==> src/rtl/uart_pkg.sv <==
// Shared definitions for the uart FIFO bridge: register offsets, register bit
// positions and FSM state encodings.
package uart_pkg;

    // Register offsets on the 16-bit peripheral bus
    localparam logic [1:0] REG_DATA   = 2'd0;
    localparam logic [1:0] REG_STATUS = 2'd1;
    localparam logic [1:0] REG_CTRL   = 2'd2;

    // STATUS bit positions
    localparam int unsigned ST_TX_READY     = 0;
    localparam int unsigned ST_RX_EMPTY     = 1;
    localparam int unsigned ST_RX_FULL      = 2;
    localparam int unsigned ST_TX_EMPTY     = 3;
    localparam int unsigned ST_TX_FULL      = 4;
    localparam int unsigned ST_RX_OVR       = 5;
    localparam int unsigned ST_TX_DROP      = 6;
    localparam int unsigned ST_RX_COUNT_LSB = 8;

    // CTRL bit positions
    localparam int unsigned CTRL_RX_IE = 0;
    localparam int unsigned CTRL_TX_IE = 1;
    localparam int unsigned CTRL_FLUSH = 2;

    typedef enum logic [1:0] {
        TxIdle,
        TxStrobe,
        TxWaitLo,
        TxWaitHi
    } tx_state_t;

    typedef enum logic [1:0] {
        RxIdle,
        RxAck,
        RxWaitClr
    } rx_state_t;

endpackage

==> src/rtl/uart_fifo_bridge_if.sv <==
// CPU register bus plus uart handshake signals of the FIFO bridge.
interface uart_fifo_bridge_if;
    logic [1:0]  cpu_addr;
    logic [15:0] cpu_wdata;
    logic        cpu_we;
    logic        cpu_re;
    logic [15:0] cpu_rdata;
    logic        irq;
    logic [7:0]  uart_tx_data;
    logic        uart_write;
    logic        uart_tx_ready;
    logic [7:0]  uart_rx_data;
    logic        uart_rx_new;
    logic        uart_read;

    // CPU and uart side, as seen by whoever drives the bridge
    modport master (
        output cpu_addr, cpu_wdata, cpu_we, cpu_re,
        input  cpu_rdata, irq,
        input  uart_tx_data, uart_write, uart_read,
        output uart_tx_ready, uart_rx_data, uart_rx_new
    );

    // The bridge itself
    modport slave (
        input  cpu_addr, cpu_wdata, cpu_we, cpu_re,
        output cpu_rdata, irq,
        output uart_tx_data, uart_write, uart_read,
        input  uart_tx_ready, uart_rx_data, uart_rx_new
    );
endinterface

==> src/rtl/uart_sync_fifo.sv <==
// Single-clock show-ahead FIFO. A push into a full FIFO is accepted only when
// a pop happens in the same cycle; flush empties it and overrides push/pop.
module uart_sync_fifo #(
    parameter int unsigned WIDTH      = 8,
    parameter int unsigned DEPTH_LOG2 = 4
) (
    input  logic                  clk,
    input  logic                  rst_n,
    input  logic                  push,
    input  logic                  pop,
    input  logic                  flush,
    input  logic [WIDTH-1:0]      din,
    output logic [WIDTH-1:0]      dout,
    output logic                  empty,
    output logic                  full,
    output logic [DEPTH_LOG2:0]   count
);

    localparam int unsigned DEPTH = 1 << DEPTH_LOG2;

    logic [WIDTH-1:0]      mem [DEPTH];
    logic [DEPTH_LOG2-1:0] wr_ptr_q;
    logic [DEPTH_LOG2-1:0] rd_ptr_q;
    logic [DEPTH_LOG2:0]   count_q;
    logic                  do_push;
    logic                  do_pop;

    // Count reaches DEPTH only when full, so its MSB is the full flag
    assign empty = (count_q == '0);
    assign full  = count_q[DEPTH_LOG2];
    assign count = count_q;
    assign dout  = mem[rd_ptr_q];

    assign do_pop  = pop & ~empty;
    assign do_push = push & (~full | do_pop);

    // Pointer and occupancy bookkeeping
    always_ff @(posedge clk or negedge rst_n) begin
        if (!rst_n) begin
            wr_ptr_q <= '0;
            rd_ptr_q <= '0;
            count_q  <= '0;
        end else if (flush) begin
            wr_ptr_q <= '0;
            rd_ptr_q <= '0;
            count_q  <= '0;
        end else begin
            if (do_push) wr_ptr_q <= wr_ptr_q + DEPTH_LOG2'(1);
            if (do_pop)  rd_ptr_q <= rd_ptr_q + DEPTH_LOG2'(1);
            if (do_push && !do_pop) begin
                count_q <= count_q + (DEPTH_LOG2 + 1)'(1);
            end else if (do_pop && !do_push) begin
                count_q <= count_q - (DEPTH_LOG2 + 1)'(1);
            end
        end
    end

    // Storage needs no reset; occupancy guards every read
    always_ff @(posedge clk) begin
        if (do_push && !flush) mem[wr_ptr_q] <= din;
    end

endmodule

==> src/rtl/uart_fifo_bridge.sv <==
// CPU-side buffering front end for the uart: TX/RX FIFOs, register decode,
// sticky error flags, level irq and the two uart handshake FSMs.
module uart_fifo_bridge
    import uart_pkg::*;
#(
    parameter int unsigned DEPTH_LOG2 = 4
) (
    input logic              clk,
    input logic              rst_n,
    uart_fifo_bridge_if.slave bus
);

    logic [7:0]          tx_dout;
    logic                tx_push;
    logic                tx_pop;
    logic                tx_empty;
    logic                tx_full;
    logic [DEPTH_LOG2:0] tx_count;
    logic [7:0]          rx_dout;
    logic                rx_push;
    logic                rx_pop;
    logic                rx_empty;
    logic                rx_full;
    logic [DEPTH_LOG2:0] rx_count;

    logic        flush_q;
    logic        rx_ie_q;
    logic        tx_ie_q;
    logic        tx_drop_q;
    logic        rx_ovr_q;
    logic        irq_q;
    logic [15:0] cpu_rdata_q;
    logic [15:0] rdata_next;
    logic [15:0] status;
    logic [7:0]  tx_data_q;
    logic        uart_write_q;
    logic        uart_read_q;
    tx_state_t   tx_state_q;
    rx_state_t   rx_state_q;

    logic wr_data;
    logic wr_status;
    logic wr_ctrl;
    logic rd_data;
    logic tx_load;
    logic rx_take;

    assign wr_data   = bus.cpu_we && (bus.cpu_addr == REG_DATA);
    assign wr_status = bus.cpu_we && (bus.cpu_addr == REG_STATUS);
    assign wr_ctrl   = bus.cpu_we && (bus.cpu_addr == REG_CTRL);
    assign rd_data   = bus.cpu_re && (bus.cpu_addr == REG_DATA);

    // A flushed head must not be sent, so loading waits out the flush cycle
    assign tx_load = (tx_state_q == TxIdle) && !tx_empty && bus.uart_tx_ready && !flush_q;
    assign rx_take = (rx_state_q == RxIdle) && bus.uart_rx_new;

    assign tx_push = wr_data;
    assign tx_pop  = tx_load;
    assign rx_push = rx_take;
    assign rx_pop  = rd_data;

    uart_sync_fifo #(
        .WIDTH      (8),
        .DEPTH_LOG2 (DEPTH_LOG2)
    ) u_tx_fifo (
        .clk   (clk),
        .rst_n (rst_n),
        .push  (tx_push),
        .pop   (tx_pop),
        .flush (flush_q),
        .din   (bus.cpu_wdata[7:0]),
        .dout  (tx_dout),
        .empty (tx_empty),
        .full  (tx_full),
        .count (tx_count)
    );

    uart_sync_fifo #(
        .WIDTH      (8),
        .DEPTH_LOG2 (DEPTH_LOG2)
    ) u_rx_fifo (
        .clk   (clk),
        .rst_n (rst_n),
        .push  (rx_push),
        .pop   (rx_pop),
        .flush (flush_q),
        .din   (bus.uart_rx_data),
        .dout  (rx_dout),
        .empty (rx_empty),
        .full  (rx_full),
        .count (rx_count)
    );

    // STATUS word and read-data selection
    always_comb begin
        status                            = '0;
        status[ST_TX_READY]               = bus.uart_tx_ready;
        status[ST_RX_EMPTY]               = rx_empty;
        status[ST_RX_FULL]                = rx_full;
        status[ST_TX_EMPTY]               = tx_empty;
        status[ST_TX_FULL]                = tx_full;
        status[ST_RX_OVR]                 = rx_ovr_q;
        status[ST_TX_DROP]                = tx_drop_q;
        status[ST_RX_COUNT_LSB +: 8]      = 8'(rx_count);
        case (bus.cpu_addr)
            REG_DATA:   rdata_next = rx_empty ? 16'h0000 : {8'h00, rx_dout};
            REG_STATUS: rdata_next = status;
            REG_CTRL:   rdata_next = {14'b0, tx_ie_q, rx_ie_q};
            default:    rdata_next = 16'h0000;
        endcase
    end

    // Read data register, control bits, sticky flags and irq
    always_ff @(posedge clk or negedge rst_n) begin
        if (!rst_n) begin
            cpu_rdata_q <= '0;
            rx_ie_q     <= 1'b0;
            tx_ie_q     <= 1'b0;
            flush_q     <= 1'b0;
            tx_drop_q   <= 1'b0;
            rx_ovr_q    <= 1'b0;
            irq_q       <= 1'b0;
        end else begin
            if (bus.cpu_re) cpu_rdata_q <= rdata_next;
            if (wr_ctrl) begin
                rx_ie_q <= bus.cpu_wdata[CTRL_RX_IE];
                tx_ie_q <= bus.cpu_wdata[CTRL_TX_IE];
            end
            flush_q <= wr_ctrl && bus.cpu_wdata[CTRL_FLUSH];
            // A set in the same cycle as a W1C clear keeps the flag
            tx_drop_q <= (tx_drop_q && !(wr_status && bus.cpu_wdata[ST_TX_DROP]))
                         || (wr_data && tx_full && !tx_pop && !flush_q);
            rx_ovr_q  <= (rx_ovr_q && !(wr_status && bus.cpu_wdata[ST_RX_OVR]))
                         || (rx_take && rx_full && !rx_pop && !flush_q);
            irq_q <= (rx_ie_q && !rx_empty) || (tx_ie_q && tx_empty);
        end
    end

    // TX FSM: load head, one-cycle write strobe, then wait for a full ready low/high cycle
    always_ff @(posedge clk or negedge rst_n) begin
        if (!rst_n) begin
            tx_state_q   <= TxIdle;
            tx_data_q    <= '0;
            uart_write_q <= 1'b0;
        end else begin
            unique case (tx_state_q)
                TxIdle: begin
                    if (tx_load) begin
                        tx_data_q    <= tx_dout;
                        uart_write_q <= 1'b1;
                        tx_state_q   <= TxStrobe;
                    end
                end
                TxStrobe: begin
                    uart_write_q <= 1'b0;
                    tx_state_q   <= TxWaitLo;
                end
                TxWaitLo: begin
                    if (!bus.uart_tx_ready) tx_state_q <= TxWaitHi;
                end
                TxWaitHi: begin
                    if (bus.uart_tx_ready) tx_state_q <= TxIdle;
                end
            endcase
        end
    end

    // RX FSM: capture once per rx_new, acknowledge, wait for rx_new to drop
    always_ff @(posedge clk or negedge rst_n) begin
        if (!rst_n) begin
            rx_state_q  <= RxIdle;
            uart_read_q <= 1'b0;
        end else begin
            case (rx_state_q)
                RxIdle: begin
                    if (rx_take) begin
                        uart_read_q <= 1'b1;
                        rx_state_q  <= RxAck;
                    end
                end
                RxAck: begin
                    uart_read_q <= 1'b0;
                    rx_state_q  <= RxWaitClr;
                end
                RxWaitClr: begin
                    if (!bus.uart_rx_new) rx_state_q <= RxIdle;
                end
                default: begin
                    uart_read_q <= 1'b0;
                    rx_state_q  <= RxIdle;
                end
            endcase
        end
    end

    assign bus.cpu_rdata    = cpu_rdata_q;
    assign bus.irq          = irq_q;
    assign bus.uart_tx_data = tx_data_q;
    assign bus.uart_write   = uart_write_q;
    assign bus.uart_read    = uart_read_q;

endmodule

==> src/flat_wrapper.sv <==
// flat-port wrapper written by rule: the top's interface ports become plain ports
module uart_fifo_bridge_flat import uart_pkg::*;
#(
    parameter int unsigned DEPTH_LOG2 = 4
)
  (clk, rst_n, bus_cpu_addr, bus_cpu_wdata, bus_cpu_we, bus_cpu_re, bus_cpu_rdata, bus_irq, bus_uart_tx_data, bus_uart_write, bus_uart_read, bus_uart_tx_ready, bus_uart_rx_data, bus_uart_rx_new);
  uart_fifo_bridge_if bus_i ();
  input logic clk;
  input logic rst_n;
  input wire logic [$bits(bus_i.cpu_addr)-1:0] bus_cpu_addr;
  input wire logic [$bits(bus_i.cpu_wdata)-1:0] bus_cpu_wdata;
  input wire logic [$bits(bus_i.cpu_we)-1:0] bus_cpu_we;
  input wire logic [$bits(bus_i.cpu_re)-1:0] bus_cpu_re;
  output wire logic [$bits(bus_i.cpu_rdata)-1:0] bus_cpu_rdata;
  output wire logic [$bits(bus_i.irq)-1:0] bus_irq;
  output wire logic [$bits(bus_i.uart_tx_data)-1:0] bus_uart_tx_data;
  output wire logic [$bits(bus_i.uart_write)-1:0] bus_uart_write;
  output wire logic [$bits(bus_i.uart_read)-1:0] bus_uart_read;
  input wire logic [$bits(bus_i.uart_tx_ready)-1:0] bus_uart_tx_ready;
  input wire logic [$bits(bus_i.uart_rx_data)-1:0] bus_uart_rx_data;
  input wire logic [$bits(bus_i.uart_rx_new)-1:0] bus_uart_rx_new;
  assign bus_i.cpu_addr = bus_cpu_addr;
  assign bus_i.cpu_wdata = bus_cpu_wdata;
  assign bus_i.cpu_we = bus_cpu_we;
  assign bus_i.cpu_re = bus_cpu_re;
  assign bus_cpu_rdata = bus_i.cpu_rdata;
  assign bus_irq = bus_i.irq;
  assign bus_uart_tx_data = bus_i.uart_tx_data;
  assign bus_uart_write = bus_i.uart_write;
  assign bus_uart_read = bus_i.uart_read;
  assign bus_i.uart_tx_ready = bus_uart_tx_ready;
  assign bus_i.uart_rx_data = bus_uart_rx_data;
  assign bus_i.uart_rx_new = bus_uart_rx_new;
  uart_fifo_bridge #(.DEPTH_LOG2(DEPTH_LOG2)) u_core (.clk(clk), .rst_n(rst_n), .bus(bus_i));
endmodule
==> config.mk <==
export PLATFORM = sky130hd
export DESIGN_NAME = uart_fifo_bridge_flat
export DESIGN_NICKNAME = d
export VERILOG_FILES = /design/src/rtl/uart_pkg.sv /design/src/rtl/uart_fifo_bridge_if.sv /design/src/rtl/uart_sync_fifo.sv /design/src/rtl/uart_fifo_bridge.sv /design/src/flat_wrapper.sv
export SDC_FILE = /design/constraint.sdc
export NUM_CORES = 1
export LEC_CHECK = 0
export CORE_ASPECT_RATIO = 0.75
export CORE_MARGIN = 2
export CORE_UTILIZATION = 50
export DETAILED_ROUTE_END_ITERATION = 10
export PLACE_DENSITY = 0.76
export SKIP_LAST_GASP = 1
export SYNTH_ARGS = -nofsm -noshare
export SYNTH_HDL_FRONTEND = slang
export SYNTH_SLANG_ARGS = --single-unit
==> constraint.sdc <==
create_clock -name clk -period 8.05 [get_ports clk]
set_input_delay 2.0125 -clock clk [delete_from_list [all_inputs] [get_ports clk]]
set_output_delay 2.0125 -clock clk [all_outputs]
set_load 0.005 [all_outputs]
# Word level (Yosys, flattened, before mapping)
# Memories as Yosys holds them, arrays and structs flattened. A register that Yosys moved wholly into a read port is not among the register bits.
# Cells that the tools add are included.
# word_totals
output_inout_bits	27
wordCells	140
reg_bits	54
mem_count	2
ram_bits	256
# memory_table
name	depth	word_bits	read_ports	rd_ports_with_merged_regs	wr	line	source
u_core.u_rx_fifo.mem	16	8	1	0	1	uart_sync_fifo.sv:21	logic [WIDTH-1:0] mem [DEPTH];
u_core.u_tx_fifo.mem	16	8	1	1	1	uart_sync_fifo.sv:21	
# classes
eq_ne	12
n_bitwise	11
n_reduce_logical	59
addsub	8
n_mux	31
# ops
op	count
$pmux W16 S3	1
$mux W4	8
$mux W5	6
$logic_and A1 B1 Y1	27
$add A4 B1 Y4 const B	4
$logic_not A1 Y1	12
$add A5 B1 Y5 const B	2
$logic_not A5 Y1	2
$mux W2	5
$reduce_bool A2 Y1	5
$sub A5 B1 Y5 const B	2
$eq A2 B2 Y1 const B	4
$mux W8	1
$pmux W2 S4	1
$reduce_and A2 Y1	4
$eq A2 B1 Y1 const B	3
$logic_not A2 Y1	3
$mux W1	6
$ne A2 B2 Y1 const B	3
$pmux W2 S3	1
$reduce_bool A3 Y1	2
$not A1 Y1	5
$and A1 B1 Y1	4
$ne A2 B1 Y1 const B	2
4 further kinds	8

# Depth between registers and ports, before layout
# logic_depth
depth_word	13
mapped_depth	12
ltp_nobuf	12

# Hierarchy
# A second synthesis with hierarchy kept.
# unflattened
cells_unflattened	774
area_unflattened_um2	13156.4
# modules_own_cells
mod	cells_per_inst	instances	area_each_um2
uart_sync_fifo at u_core.u_tx_fifo	318	1	5808.1
uart_sync_fifo at u_core.u_rx_fifo	315	1	5795.6
uart_fifo_bridge	141	1	1552.7

# Worst setup path before layout
# No wires, ideal clock.
# synth_timing
path_type	in2reg
startpoint	input port bus_uart_rx_new
endpoint	register u_core.u_rx_fifo.count_q[4], in the netlist u_core.u_rx_fifo.count[4]
path_stages	10
arrival_time_ps	4377
slack_ps	3548
cell_sequence	or3b_2 clkbuf_1 a21oi_2 ha_1 inv_1 fa_1 a21o_1 a21oi_1 mux2i_1 mux2_2
# synth_between
elab_chain_len	5
word_cells_on_any_way	8
cone_classes	2 x mux; 1 x bitwise; 5 x reduce/logical
# synth_rtl
item	line	source
from (decl)	flat_wrapper.sv:21	input wire logic [$bits(bus_i.uart_rx_new)-1:0] bus_uart_rx_new;
$logic_and A1 B1 Y1 (*)	uart_fifo_bridge.sv:55	assign rx_take = (rx_state_q == RxIdle) && bus.uart_rx_new;
$and A1 B1 Y1 (*)	uart_sync_fifo.sv:35	assign do_push = push & (~full | do_pop);
$logic_and A1 B1 Y1 or $logic_not A1 Y1 (tied branches)	uart_sync_fifo.sv:50, uart_sync_fifo.sv:52	
$mux W5 or $logic_and A1 B1 Y1 (tied branches)	uart_sync_fifo.sv:50, uart_sync_fifo.sv:52	
$mux W5 or $reduce_bool A3 Y1 (tied branches)	-	
to (signal assigned)	uart_sync_fifo.sv:51	count_q <= count_q + (DEPTH_LOG2 + 1)'(1);
to (signal assigned)	uart_sync_fifo.sv:53	count_q <= count_q - (DEPTH_LOG2 + 1)'(1);
to (decl)	uart_sync_fifo.sv:24	logic [DEPTH_LOG2:0] count_q;
# Every way passes the cells marked *; elsewhere a longest branch is shown, timed or not.
# A chain may end at the register's enable or synchronous reset.

# Final worst setup path
# layout_timing
startpoint	input port bus_uart_tx_ready
endpoint	register u_core.u_tx_fifo.count_q[4], in the netlist u_core.u_tx_fifo.count[4]
# layout_between
elab_chain_len	8
word_cells_on_any_way	12
cone_classes	2 x mux; 3 x bitwise; 7 x reduce/logical
# layout_rtl
item	line	source
from (decl)	flat_wrapper.sv:19	input wire logic [$bits(bus_i.uart_tx_ready)-1:0] bus_uart_tx_ready;
$logic_and A1 B1 Y1 (*) (2 in a row)	uart_fifo_bridge.sv:54	assign tx_load = (tx_state_q == TxIdle) && !tx_empty && bus.uart_tx_ready && !flush_q;
$and A1 B1 Y1 (*)	uart_sync_fifo.sv:34	assign do_pop = pop & ~empty;
$or A1 B1 Y1	uart_sync_fifo.sv:35	
$and A1 B1 Y1	uart_sync_fifo.sv:35	
$logic_and A1 B1 Y1 or $logic_not A1 Y1 (tied branches)	uart_sync_fifo.sv:50, uart_sync_fifo.sv:52	
$mux W5 or $logic_and A1 B1 Y1 (tied branches)	uart_sync_fifo.sv:50, uart_sync_fifo.sv:52	
$mux W5 or $reduce_bool A3 Y1 (tied branches)	-	
to (signal assigned)	uart_sync_fifo.sv:51	
to (signal assigned)	uart_sync_fifo.sv:53	
to (decl)	uart_sync_fifo.sv:24	
# Marks and branches as above.

==> reports/summary.md <==
The floorplan step defined a die boundary enclosing 27,230 um^2. Setup violations remaining at the end of the flow were counted as 0. The pin count of the biggest net entering global routing was 39. The biggest area consumer among synthesized cells was edfxtp_1.

The first global-routing pass estimated 40,790 um of wire. The tools report the final hold violation count as 0. Kind of start point of the critical path: an input port.

Between clock sinks in the finished design, the worst skew comes to 11.32 ps. Tightest slew margin relative to the limit: 28.70%. For this design the top-level I/O count stands at 59. The number of gates given a new drive strength after cts was 0; the number of search-and-repair iterations in the first detailed-routing pass was 5. The growth of design area from synthesis to finish is 13.91%.

From left edge to right edge, the die measures 189.9 um. The gate count of the mapped netlist is 724, and the placer congestion estimate is 0.7636. At the pin with the least slew margin, the transition time is 1069 ps. The run gives 0 as the buffer count from post-CTS setup fixing. Setup slack of the worst register-to-register path: 4390 ps.

Summed over all layers, the global routing overflow is 0. Summed over all cells, the static leakage comes to 0.005016 uW. The run gives 0 ps as the sum of negative setup slack.

The number of cells on the worst reg-to-reg path came out at 12. Cell with the most instances after synthesis: edfxtp_1. The flow ran to the end, and the final reports show no timing, DRC or antenna violations. For this run, design rule violations remaining after detail routing come to 0. The half-perimeter wire length after placement is 16,590 um, and the net total in the final layout is 831. For this run, the total global-route usage over all layers was measured as 19.69%.

The number of input and output port buffers inserted was 47; the part of the Yosys area used for sequential elements was 70.72%. The average footprint of a synthesized cell was 17.90 um^2. In the synthesized netlist the async set-or-reset flop fraction comes to 18.73%.

Share of the synthesized area in the top cell type: 59.33%. The max-slew violation total from the final report was 0. The tools report the starting density of the core as 51.39%. The H-tree depth reported by CTS came out at 1. The launching point of the worst reg2reg path was u_core.tx_state_q[0]. For this run, the leading register cell type out of synthesis is edfxtp_1.

The run gives 50 as the number of placement rows. Yosys printed 0 warnings. Critical path launch point: bus_uart_tx_ready. The run gives 1,738 as the fill cell total of the finished layout.

IR analysis of the VDD net gives a maximum drop of 0.1973 mV. Sorting the synthesized cells by area gives the leading types as edfxtp_1 59%, dfrtp_1 11%, mux4_2 11%. In the final layout, the share of cells above drive strength 1 is 18.47%.

Worst setup path endpoint: u_core.u_tx_fifo.count[4]. For the clock tree buffer depth, the log shows 3. The power per cell area was 320.0 nW/um^2. Die extent in y: 143.4 um. The wire length reported by the detailed router is 25,880 um, and the final standard cell area without fillers is 14,760 um^2. Sorting the synthesized cells by how often they occur yields 256 x edfxtp_1, 66 x nor2_1, 64 x mux4_2. Number of synthesized flops with an enable pin: 256. The critical path in this run is classified as in2reg.

Setup repair after global routing left no endpoint under its margin. The DRC marker count from the first detailed-route iteration is 709, and the fraction of the cycle the final worst path needs is 61.39%. The hold-critical path depth was 1. The logs give 0 for the initial antenna violation count and 8480 ps for the data required time of the worst path. Clock-pin slew was measured on the worst setup and hold paths at 60 ps. TritonCTS built the clock tree. The vias after detailed routing is 6,792, and the antenna diode count is 0.

The detailed-route wire length per cell is 22.82 um. The run gives 13,700 um^2 as the placement-stage cell area. The tightest min-delay check is of the reg2reg type. The run gives 5380 ps as the arrival time at the worst endpoint. TritonCTS created 29 clock buffers.

The tools report the number of global-route vias before repair as 7,085. The root buffer cell chosen for the clock tree is clkbuf_16. The run gives 52 as the number of distinct library cells after synthesis. The clock period could shrink to 4942 ps. The tools report the worst flop-to-flop path endpoint as u_core.u_tx_fifo.count[4]. Counting every sink on the clock net gives 315.

Once detail routing completed, the nets flagged for antenna violations numbered 0. In this run the worst path has a maximum fanout of 18. Dividing the detail-routed via count by the number of cells gives 5.989.

Timing would allow up to 202.3 MHz. The mapped netlist covers 12,960 um^2. Hold repair after CTS inserted 0 buffers. After synthesis the netlist holds a flip-flop and latch count of 315. The worst setup path is captured at a register.

Max-cap violations in this run came to 0. The clock reaches the later pin of the worst-skew pair after 560 ps. The core region is 25,210 um^2.
[layout by cell type, fill, tap and decap left out, types with 8 or more instances in the layout]
master | synthesis | routed
a21oi_1 | 18 | 18
clkbuf_16 | 0 | 29
clkdlybuf4s50_1 | 0 | 46
dfrtp_1 | 59 | 57
edfxtp_1 | 256 | 256
ha_1 | 24 | 24
inv_1 | 17 | 17
mux2_2 | 14 | 14
mux2i_1 | 26 | 26
mux4_2 | 64 | 64
nand2_1 | 19 | 19
nor2_1 | 66 | 66
o22ai_1 | 24 | 24
xnor2_1 | 9 | 9
xor2_1 | 8 | 8
[metrics by stage]
stage,utilization [%],setup slack (ps),std cells,hold slack (ps),power [uW]
2_1_floorplan,-,3548,726,441.0,2922
3_3_place_gp,54.34,2664,1079,453.9,3200
3_5_place_dp,54.34,2587,1079,476.3,3261
4_1_cts,58.47,3152,1133,489.1,4749
5_1_grt,58.55,2951,1134,512.1,4936
6_report,58.55,3108,1134,482.0,4723
[flip-flops by register name (all words and copies together) (netlist names), 5 cells and up]
name                     cells
u_core.bus.uart_tx_data      8
u_core.bus.cpu_rdata        13
u_core.u_tx_fifo.mem       128
u_core.u_rx_fifo.count       5
u_core.u_rx_fifo.mem       128
u_core.u_tx_fifo.count       5
[worst min-delay path by stage]
stage	startpoint	end	slack, ps
6_report	u_core.bus.cpu_rdata[7]	u_core.bus.cpu_rdata[7]	480
2_1_floorplan	u_core.rx_state_q[1]	u_core.rx_state_q[1]	440
4_1_cts	u_core.rx_state_q[1]	u_core.rx_state_q[1]	490
3_5_place_dp	u_core.bus.cpu_rdata[7]	u_core.bus.cpu_rdata[7]	480
3_3_place_gp	u_core.rx_state_q[1]	u_core.rx_state_q[1]	450
5_1_grt	u_core.bus.cpu_rdata[7]	u_core.bus.cpu_rdata[7]	510
[kinds of logic (layout without fill, tap and decap cells)]
family                   after synthesis  after routing  synth area share [%]
AO/OA/AOI/OAI                         85             85                 4.722
XOR/XNOR                              17             17                 1.149
flip-flops                           315            315                 70.72
multiplexers                         104            104                 14.35
other                                  1              3               0.02894
AND/OR/NAND/NOR                      121            121                 4.355
buffers and inverters                 55            125                 2.047
adder cells (fa/ha/maj)               26             26                 2.627
[where the power goes]
group          leakage, uW  internal (uW)  switching (uW)
Combinational      0.00148            580             560
Clock             0.000500            899             589
Sequential         0.00304           1910             181
Total              0.00502           3390            1330
[routing by layer]
metal	vias up	share of wire (%)	GRT usage (%)
li1	2939	-	-
met1	3551	45	28.54
met2	258	47	30.62
met3	44	6.4	4.054
met4	0	2.2	5.671
met5	-	0	0
[final cells by class]
class / instances / area (um^2) / area share [%]
Tap cell: 338 / 422.9 / 2.865
Timing Repair Buffer: 54 / 515.5 / 3.492
Multi-Input combinational cell: 356 / 3551 / 24.06
Inverter: 17 / 63.81 / 0.4323
Clock buffer: 36 / 762.0 / 5.162
Clock inverter: 18 / 279.0 / 1.890
Sequential cell: 315 / 9166 / 62.10
[worst max-delay path, stage by stage]
cell and delay, ps:
clkdlybuf4s50_1 650, nand3b_1 220, a21oi_2 700, inv_1 150
ha_1 250, inv_1 190, ha_1 290, a21o_1 160
a21oi_1 180, mux2i_1 240, mux2_2 350
No activity file was read; power rests on OpenSTA's default activity.
